## src/rtl/ctrl_pkg.sv

```systemverilog
// rtl/ctrl_pkg.sv - opcode, ALU code, strobe index and state definitions for datapath_ctrl
package ctrl_pkg;

  localparam logic [4:0] OP_ADD  = 5'b00000;
  localparam logic [4:0] OP_SUB  = 5'b00001;
  localparam logic [4:0] OP_AND  = 5'b00010;
  localparam logic [4:0] OP_OR   = 5'b00011;
  localparam logic [4:0] OP_NOT  = 5'b00100;
  localparam logic [4:0] OP_NEG  = 5'b00101;
  localparam logic [4:0] OP_NOP  = 5'b11010;
  localparam logic [4:0] OP_HALT = 5'b11011;

  localparam logic [15:0] ALU_INCPC = 16'd0;
  localparam logic [15:0] ALU_ADD   = 16'd1;
  localparam logic [15:0] ALU_SUB   = 16'd2;
  localparam logic [15:0] ALU_NOT   = 16'd3;
  localparam logic [15:0] ALU_AND   = 16'd4;
  localparam logic [15:0] ALU_OR    = 16'd5;
  localparam logic [15:0] ALU_NEG   = 16'd6;

  localparam int BIT_Z   = 19;
  localparam int BIT_PC  = 20;
  localparam int BIT_MDR = 21;

  typedef enum logic [2:0] {
    S_IDLE, S_T0, S_T1, S_T2, S_T3, S_T4, S_T5, S_HALT
  } state_t;

  typedef enum logic [2:0] {
    CLS_3OP, CLS_2OP, CLS_NOP, CLS_HALT, CLS_ILL
  } cls_t;

  typedef struct packed {
    cls_t        cls;
    logic [15:0] alu;
  } dec_t;

  function automatic dec_t decode_op(input logic [4:0] op);
    dec_t d;
    d.cls = CLS_ILL;
    d.alu = ALU_INCPC;
    case (op)
      OP_ADD:  begin d.cls = CLS_3OP; d.alu = ALU_ADD; end
      OP_SUB:  begin d.cls = CLS_3OP; d.alu = ALU_SUB; end
      OP_AND:  begin d.cls = CLS_3OP; d.alu = ALU_AND; end
      OP_OR:   begin d.cls = CLS_3OP; d.alu = ALU_OR;  end
      OP_NOT:  begin d.cls = CLS_2OP; d.alu = ALU_NOT; end
      OP_NEG:  begin d.cls = CLS_2OP; d.alu = ALU_NEG; end
      OP_NOP:  d.cls = CLS_NOP;
      OP_HALT: d.cls = CLS_HALT;
      default: d.cls = CLS_ILL;
    endcase
    return d;
  endfunction

endpackage

```

## src/rtl/ctrl_decode.sv

```systemverilog
// rtl/ctrl_decode.sv - combinational opcode to instruction class / ALU code / illegal flag
module ctrl_decode
  import ctrl_pkg::*;
(
  input  logic [4:0]  op_i,
  output cls_t        cls_o,
  output logic [15:0] alu_o,
  output logic        illegal_o
);

  dec_t dec;

  assign dec       = decode_op(op_i);
  assign cls_o     = dec.cls;
  assign alu_o     = dec.alu;
  assign illegal_o = (dec.cls == CLS_ILL);

endmodule

```

## src/rtl/datapath_ctrl.sv

```systemverilog
// rtl/datapath_ctrl.sv - hardwired fetch/decode/execute control FSM for the 32-bit bus datapath
// Optional retired-instruction counter: DATAPATH_CTRL_RETIRE_COUNT_EN
module datapath_ctrl
  import ctrl_pkg::*;
#(
  parameter int RETIRE_W = 16
) (
  input  logic                clock,
  input  logic                clear,
  input  logic                run,
  input  logic [31:0]         ir,
  input  logic                mem_ready,
  output logic [31:0]         Rin,
  output logic [31:0]         Rout,
  output logic                IRin,
  output logic                MARin,
  output logic                RYin,
  output logic [15:0]         ALUControl,
  output logic                MDRread,
  output logic                busy,
  output logic                halted,
  output logic                illegal,
  output logic [RETIRE_W-1:0] retired
);

  state_t      state_q, state_d;
  logic        illegal_q, illegal_d;
  logic        retire;
  cls_t        dec_cls;
  logic [15:0] dec_alu;
  logic        dec_illegal;
  logic [3:0]  ra, rb, rc;

  assign ra = ir[26:23];
  assign rb = ir[22:19];
  assign rc = ir[18:15];

  ctrl_decode u_decode (
    .op_i      (ir[31:27]),
    .cls_o     (dec_cls),
    .alu_o     (dec_alu),
    .illegal_o (dec_illegal)
  );

  always_comb begin
    state_d   = state_q;
    illegal_d = illegal_q;
    retire    = 1'b0;
    case (state_q)
      S_IDLE: if (run) state_d = S_T0;
      S_T0:   state_d = S_T1;
      S_T1:   if (mem_ready) state_d = S_T2;
      S_T2:   state_d = S_T3;
      S_T3: begin
        if (dec_illegal) begin
          state_d   = S_HALT;
          illegal_d = 1'b1;
        end else if (dec_cls == CLS_NOP) begin
          state_d = S_T0;
          retire  = 1'b1;
        end else if (dec_cls == CLS_HALT) begin
          state_d = S_HALT;
        end else begin
          state_d = S_T4;
        end
      end
      S_T4: begin
        if (dec_cls == CLS_2OP) begin
          state_d = S_T0;
          retire  = 1'b1;
        end else begin
          state_d = S_T5;
        end
      end
      S_T5: begin
        state_d = S_T0;
        retire  = 1'b1;
      end
      S_HALT:  state_d = S_HALT;
      default: state_d = S_IDLE;
    endcase
  end

  always_ff @(posedge clock or negedge clear) begin
    if (!clear) begin
      state_q   <= S_IDLE;
      illegal_q <= 1'b0;
    end else begin
      state_q   <= state_d;
      illegal_q <= illegal_d;
    end
  end

  // Strobes depend only on state and the latched IR; T1 gates the PC load on mem_ready.
  always_comb begin
    Rin        = '0;
    Rout       = '0;
    IRin       = 1'b0;
    MARin      = 1'b0;
    RYin       = 1'b0;
    MDRread    = 1'b0;
    ALUControl = ALU_INCPC;
    case (state_q)
      S_T0: begin
        Rout[BIT_PC] = 1'b1;
        MARin        = 1'b1;
        Rin[BIT_Z]   = 1'b1;
      end
      S_T1: begin
        Rout[BIT_Z]  = 1'b1;
        Rin[BIT_PC]  = mem_ready;
        Rin[BIT_MDR] = 1'b1;
        MDRread      = 1'b1;
      end
      S_T2: begin
        Rout[BIT_MDR] = 1'b1;
        IRin          = 1'b1;
      end
      S_T3: begin
        if (dec_cls == CLS_3OP) begin
          Rout = 32'd1 << rb;
          RYin = 1'b1;
        end else if (dec_cls == CLS_2OP) begin
          Rout       = 32'd1 << rb;
          ALUControl = dec_alu;
          Rin[BIT_Z] = 1'b1;
        end
      end
      S_T4: begin
        if (dec_cls == CLS_2OP) begin
          Rout[BIT_Z] = 1'b1;
          Rin         = 32'd1 << ra;
        end else begin
          Rout       = 32'd1 << rc;
          ALUControl = dec_alu;
          Rin[BIT_Z] = 1'b1;
        end
      end
      S_T5: begin
        Rout[BIT_Z] = 1'b1;
        Rin         = 32'd1 << ra;
      end
      default: ;
    endcase
  end

  assign busy    = (state_q != S_IDLE) && (state_q != S_HALT);
  assign halted  = (state_q == S_HALT);
  assign illegal = illegal_q;

  logic unused_ir;
  assign unused_ir = ^ir[14:0];

`ifdef DATAPATH_CTRL_RETIRE_COUNT_EN
  logic [RETIRE_W-1:0] retired_q;

  always_ff @(posedge clock or negedge clear) begin
    if (!clear) begin
      retired_q <= '0;
    end else if (retire) begin
      retired_q <= retired_q + RETIRE_W'(1);
    end
  end

  assign retired = retired_q;
`else
  logic unused_retire;
  assign unused_retire = retire;
  assign retired       = '0;
`endif

endmodule

```

## config.mk

```make
export PLATFORM = sky130hd
export DESIGN_NAME = datapath_ctrl
export DESIGN_NICKNAME = d
export VERILOG_FILES = /design/src/rtl/ctrl_pkg.sv /design/src/rtl/ctrl_decode.sv /design/src/rtl/datapath_ctrl.sv
export SDC_FILE = /design/constraint.sdc
export NUM_CORES = 1
export LEC_CHECK = 0
export ABC_AREA = 1
export CAP_MARGIN = 25
export CORE_MARGIN = 2
export CORE_UTILIZATION = 27
export DETAILED_ROUTE_END_ITERATION = 7
export PLACE_DENSITY_LB_ADDON = 0.12
export SLEW_MARGIN = 20
export SYNTH_ARGS = -nofsm -noshare
export SYNTH_HDL_FRONTEND = slang
export SYNTH_SLANG_ARGS = --single-unit
```

## constraint.sdc

```tcl
create_clock -name clock -period 1.25 [get_ports clock]
set_clock_uncertainty 0.05 [all_clocks]
set_input_delay 0.125 -clock clock [delete_from_list [all_inputs] [get_ports clock]]
set_output_delay 0.125 -clock clock [all_outputs]
set_load 0.005 [all_outputs]
```

== Yosys cells after proc, flatten, opt, wreduce, memory -nomap -nowiden ==
Index checks and enable logic that the tools add are counted.
Operators by class
  equal/unequal tests: 21
  reductions and logical operators: 10
  shift-type cells: 3
  mux-type cells: 37
Operators by type and width (number)
  << shifter 1 x 4 -> 32 bit, first input constant: 3
  one-hot mux 19 bit (2 select lines): 2
  2-to-1 mux 32 bit: 2
  2-to-1 mux 16 bit: 3
  one-hot mux 10 bit (2 select lines): 2
  2-to-1 mux 19 bit: 2
  one-hot mux 16 bit (2 select lines): 1
  2-to-1 mux 12 bit: 2
  one-hot mux 3 bit (8 select lines): 1
  one-hot mux 3 bit (6 select lines): 1
  equality test 3 bit, second input constant: 5
  2-to-1 mux 3 bit: 5
  equality test 3 x 2 -> 1 bit, second input constant: 4
  one-hot mux 3 bit (4 select lines): 1
  equality test 5 x 2 -> 1 bit, second input constant: 2
  equality test 5 x 3 -> 1 bit, second input constant: 2
  equality test 5 bit, second input constant: 2
  2-to-1 mux 1 bit: 9
  one-hot mux 1 bit (3 select lines): 3
  equality test 3 x 1 -> 1 bit, second input constant: 2
  logical NOT 3 bit: 2
  one-hot mux 2 bit (3 select lines): 1
  equality test 5 x 1 -> 1 bit, second input constant: 1
  logical NOT 5 bit: 1
  9 further kinds: 12
Word-level totals
  register bits: 4
  output and inout port bits: 103

== Depth between registers and ports, before layout ==
  word-level depth: 8
  gate-level depth with buffers: 7
  gate-level depth less buffers: 7

== Cells and area by module ==
From an unflattened synthesis, not the netlist that was laid out.
Second synthesis, totals
  cells, all modules: 288
  area total of the unflattened synthesis: 1642.8 µm²
By module, submodules not included
  datapath_ctrl: times used 1, area each 1413.9 µm², cells each 247
  ctrl_decode: times used 1, area each 229.0 µm², cells each 41

== Worst setup path before layout ==
Ideal clock, no wire load.
  path kind: reg-to-output
  start point: register state_q[1]
  end point: output port Rout[0]
  cell stages (with the launch flop): 8
  data arrival time: 1092 ps
  path slack: -17 ps
  required time: 1075 ps
  cell sequence: dfrtp_1 inv_2 nand2_2 nor2_4 nand2_4 nor2_4 nand2_1 nand2_1
Between the ends
  cells in the longest elaborated chain, start to end: 2
Ends and longest elaborated chain
  start, declared: RTL line datapath_ctrl.sv:26  | state_t state_q, state_d;
  start signal, assigned: RTL line datapath_ctrl.sv:89  | state_q <= state_d;
  equality test 3 bit, on equally long branches
  one-hot mux 19 bit (2 select lines) *: RTL line datapath_ctrl.sv:103  | case (state_q)
  end, declared: RTL line datapath_ctrl.sv:14  | output logic [31:0] Rout,
Every way passes the cells marked *; elsewhere a longest branch is shown, timed or not.

== Worst setup path after layout ==
  start point: register state_q[1]
  end point: output port Rin[12]
Between the ends
  cells in the longest elaborated chain, start to end: 2
Ends and longest elaborated chain
  equality test 3 bit
  one-hot mux 19 bit (2 select lines) *: RTL line datapath_ctrl.sv:103
  end, declared: RTL line datapath_ctrl.sv:13  | output logic [31:0] Rin,
Marked as above.

==> impl_results.md <==
- CTS tree: yes
- Die Ht: 76.5 um
- Mapped Avg Cell Area: 5.74 sq um
- Final antenna-violating net count: 0
- FP Rows: 26
- Die width: 76.5 um
- CTS Buf Count: 3
- Unrepaired setup endpoints after global routing: yes
- Mapped Cells: 247
- Routed WL per cell: 10.6 um
- Global-route wire length before repair: 7.44 mm
- Ports: 139
- CP Launch Type: flop
- Fin worst setup slack: -0.525 ns
- Post-Syn Area: 1420 sq um
- Layout cells sized above 1: 0.483
- CTS clk-pin slew, worst paths: 0.03 ns
- DR vias: 1838
- Worst-Skew Late Latency: 0.21 ns
- Peak supply drop: 548 uV
- Final hold viol count: 0
- Total GRT Usage: 0.152
- Final wirelength: 4.76 mm
- Seq/Total Area, Yosys: 0.0705
- Post-DP HPWL: 3.42 mm
- Min-delay worst type: primary input to async pin
- Pins over their slew limit: 0
- Yosys reg bits: 4
- Synth Warn #: 0
- Clock period minus worst slack: 1.77 ns
- Max Root-Sink Buffers: 2
- Gpl congestion: 0.819
- DR iter-0 viols: 49
- Reg2reg end: state_q[0]
- Leak Pwr: 1.45 nW
- CP Class: flop to output pin
- P&R area growth vs syn: 87.5%
- Synth area leader: buf_4
- TritonRoute pass-1 iters: 4
- NumNets Final: 415
- Worst reg2reg path startpoint: state_q[2]
- Die ar.: 5850 sq um
- Final cycle utilization of the critical path: 1.42
- Crit path required time: 1.08 ns
- CP endpoint kind: output pin
- Antenna cells: 0
- Status: complete, but fails checks
- Starting Density: 0.280
- Port bufs: 68
- Placement Setup Slack: -0.817 ns
- CP max FO: 5
- Unique masters post-synth: 21
- Vias per inst: 4.11
- Failing checks: setup timing
- Synth area leaders: buf_4 (31%), nand2_1 (13%), nand3_1 (11%)
- DRC violations left: 0
- Arr. time, crit path: 1.60 ns
- H-tree levels: 1
- Vias in the first global route: 1678
- Total core area: 5070 sq um
- Reg2reg path depth: 8
- Pwr dens: 1110 nW/um^2
- Largest net degree at the start of global routing: 10
- Area share of the largest cell type after synthesis: 0.307
- Initial antenna violation count: 0
- Fin Setup TNS: -16.79 ns
- CTS Root Cell: clkbuf_8
- Reg2reg setup slack: -0.04 ns
- GRT overflow: 0
- Setup violations, final: 48
- Max Cap Viol: 0
- Hold-fix buffers at CTS: 0
- CTS sink cnt: 4
- FMAX: 564 MHz
what timing repair did:
action / 4_1_cts / 5_1_grt
gates cloned: 1 / 0
endpoints found under the setup margin: 50 / 52
pin swaps: 38 / 28
buffers inserted: 25 / 3
resized for setup: 223 / 45
per-layer routing:
metal | global-route usage | routed length [um]
met3 | 0.0284 | 290
met1 | 0.184 | 2030
met5 | 0 | 0
met4 | 0.0618 | 72
met2 | 0.264 | 2360
registers in the layout (all words and copies together) (netlist names):
register,cells
state_q,3
illegal,1
cells in the final DEF, fill, tap and decap left out:
master	n
nor2_4	16
nor3_1	19
o21bai_1	1
inv_2	5
buf_2	36
clkbuf_2	1
a21oi_2	2
o21ai_2	2
nand3_2	11
buf_6	23
o211ai_1	1
nor2_2	4
clkdlybuf4s50_1	20
conb_1	55
buf_4	40
nand3_4	3
nand4_1	4
nand2_1	32
nor2_1	18
nand3_1	17
o21ai_0	1
clkdlybuf4s15_2	4
dlymetal6s2s_1	1
dfrtp_2	1
dlygate4sd2_1	5
inv_4	2
nand2_4	8
buf_12	1
or2_2	1
nand2_2	17
clkbuf_8	3
inv_1	18
dfrtp_1	3
nand2_8	2
synthesized netlist by cell type:
cell type	number
nand2_1	51
nor3_1	19
inv_1	21
inv_2	4
a21oi_1	2
nor2_1	30
buf_6	1
or2_2	1
buf_4	58
o21bai_1	1
nand3_1	30
nand2_2	4
nor2_2	1
nor2_4	7
dfrtp_1	4
nand3_2	1
o211ai_1	1
nand4_1	4
conb_1	1
o21ai_0	3
nand2_4	3
cells by family (layout without fill, tap and decap cells):
logic type	after synthesis	after routing	share of synthesized area
buffers and inverters	84	159	0.381
AO/OA/AOI/OAI	7	7	0.0282
other	1	55	0.00264
AND/OR/NAND/NOR	151	152	0.518
flip-flops	4	4	0.0705
power breakdown:
group	internal, W	switching, W
sequential	0.000196	0.0000627
clock	0.000205	0.0000629
combinational	0.00127	0.00115
total	0.00167	0.00128
area by class of cell:
class                      count  area [sq um]
fill                         523          2410
tap                           70          87.6
sequential                     4           101
clock buffer                   3          41.3
multi-input combinational    214          1260
inverter                      25          98.8
timing repair buffer         131          1070
worst max path at each step:
| stage | startpoint | to | slack, ns | cells after the start |
|---|---|---|---|---|
| after global placement | ir[29] | Rout[10] | -0.80 | 8 |
| after CTS | state_q[1] | Rout[3] | -0.50 | 9 |
| after floorplan | state_q[1] | Rout[0] | -0.006 | 7 |
| after global routing | state_q[1] | Rin[12] | -0.60 | 9 |
| after detailed placement | ir[30] | Rin[11] | -0.82 | 9 |
| final | state_q[1] | Rin[12] | -0.52 | 9 |
metrics by stage:
stage / area, sq um / cells / hold slack [ns] / util / total power [W]
after floorplan: 1630 / 301 / -0.221 / - / 0.00117
after CTS: 2470 / 445 / 0.0663 / 0.487 / 0.00268
after detailed placement: 2230 / 418 / 0.294 / 0.440 / 0.00200
after global routing: 2660 / 447 / 0.0721 / 0.524 / 0.00317
final: 2660 / 447 / 0.0633 / 0.524 / 0.00295
after global placement: 2230 / 418 / 0.290 / 0.440 / 0.00199
worst max-delay path, stage by stage, from the launching register on:
cell and delay [ns]:
dfrtp_1 0.38, inv_2 0.08, nand2_4 0.07, nor2_4 0.14, nand2_2 0.10, nand2_4 0.13, buf_12 0.14, nand2_8 0.06
nor2_1 0.14, buf_2 0.15
(Power assumes the default switching activity.)
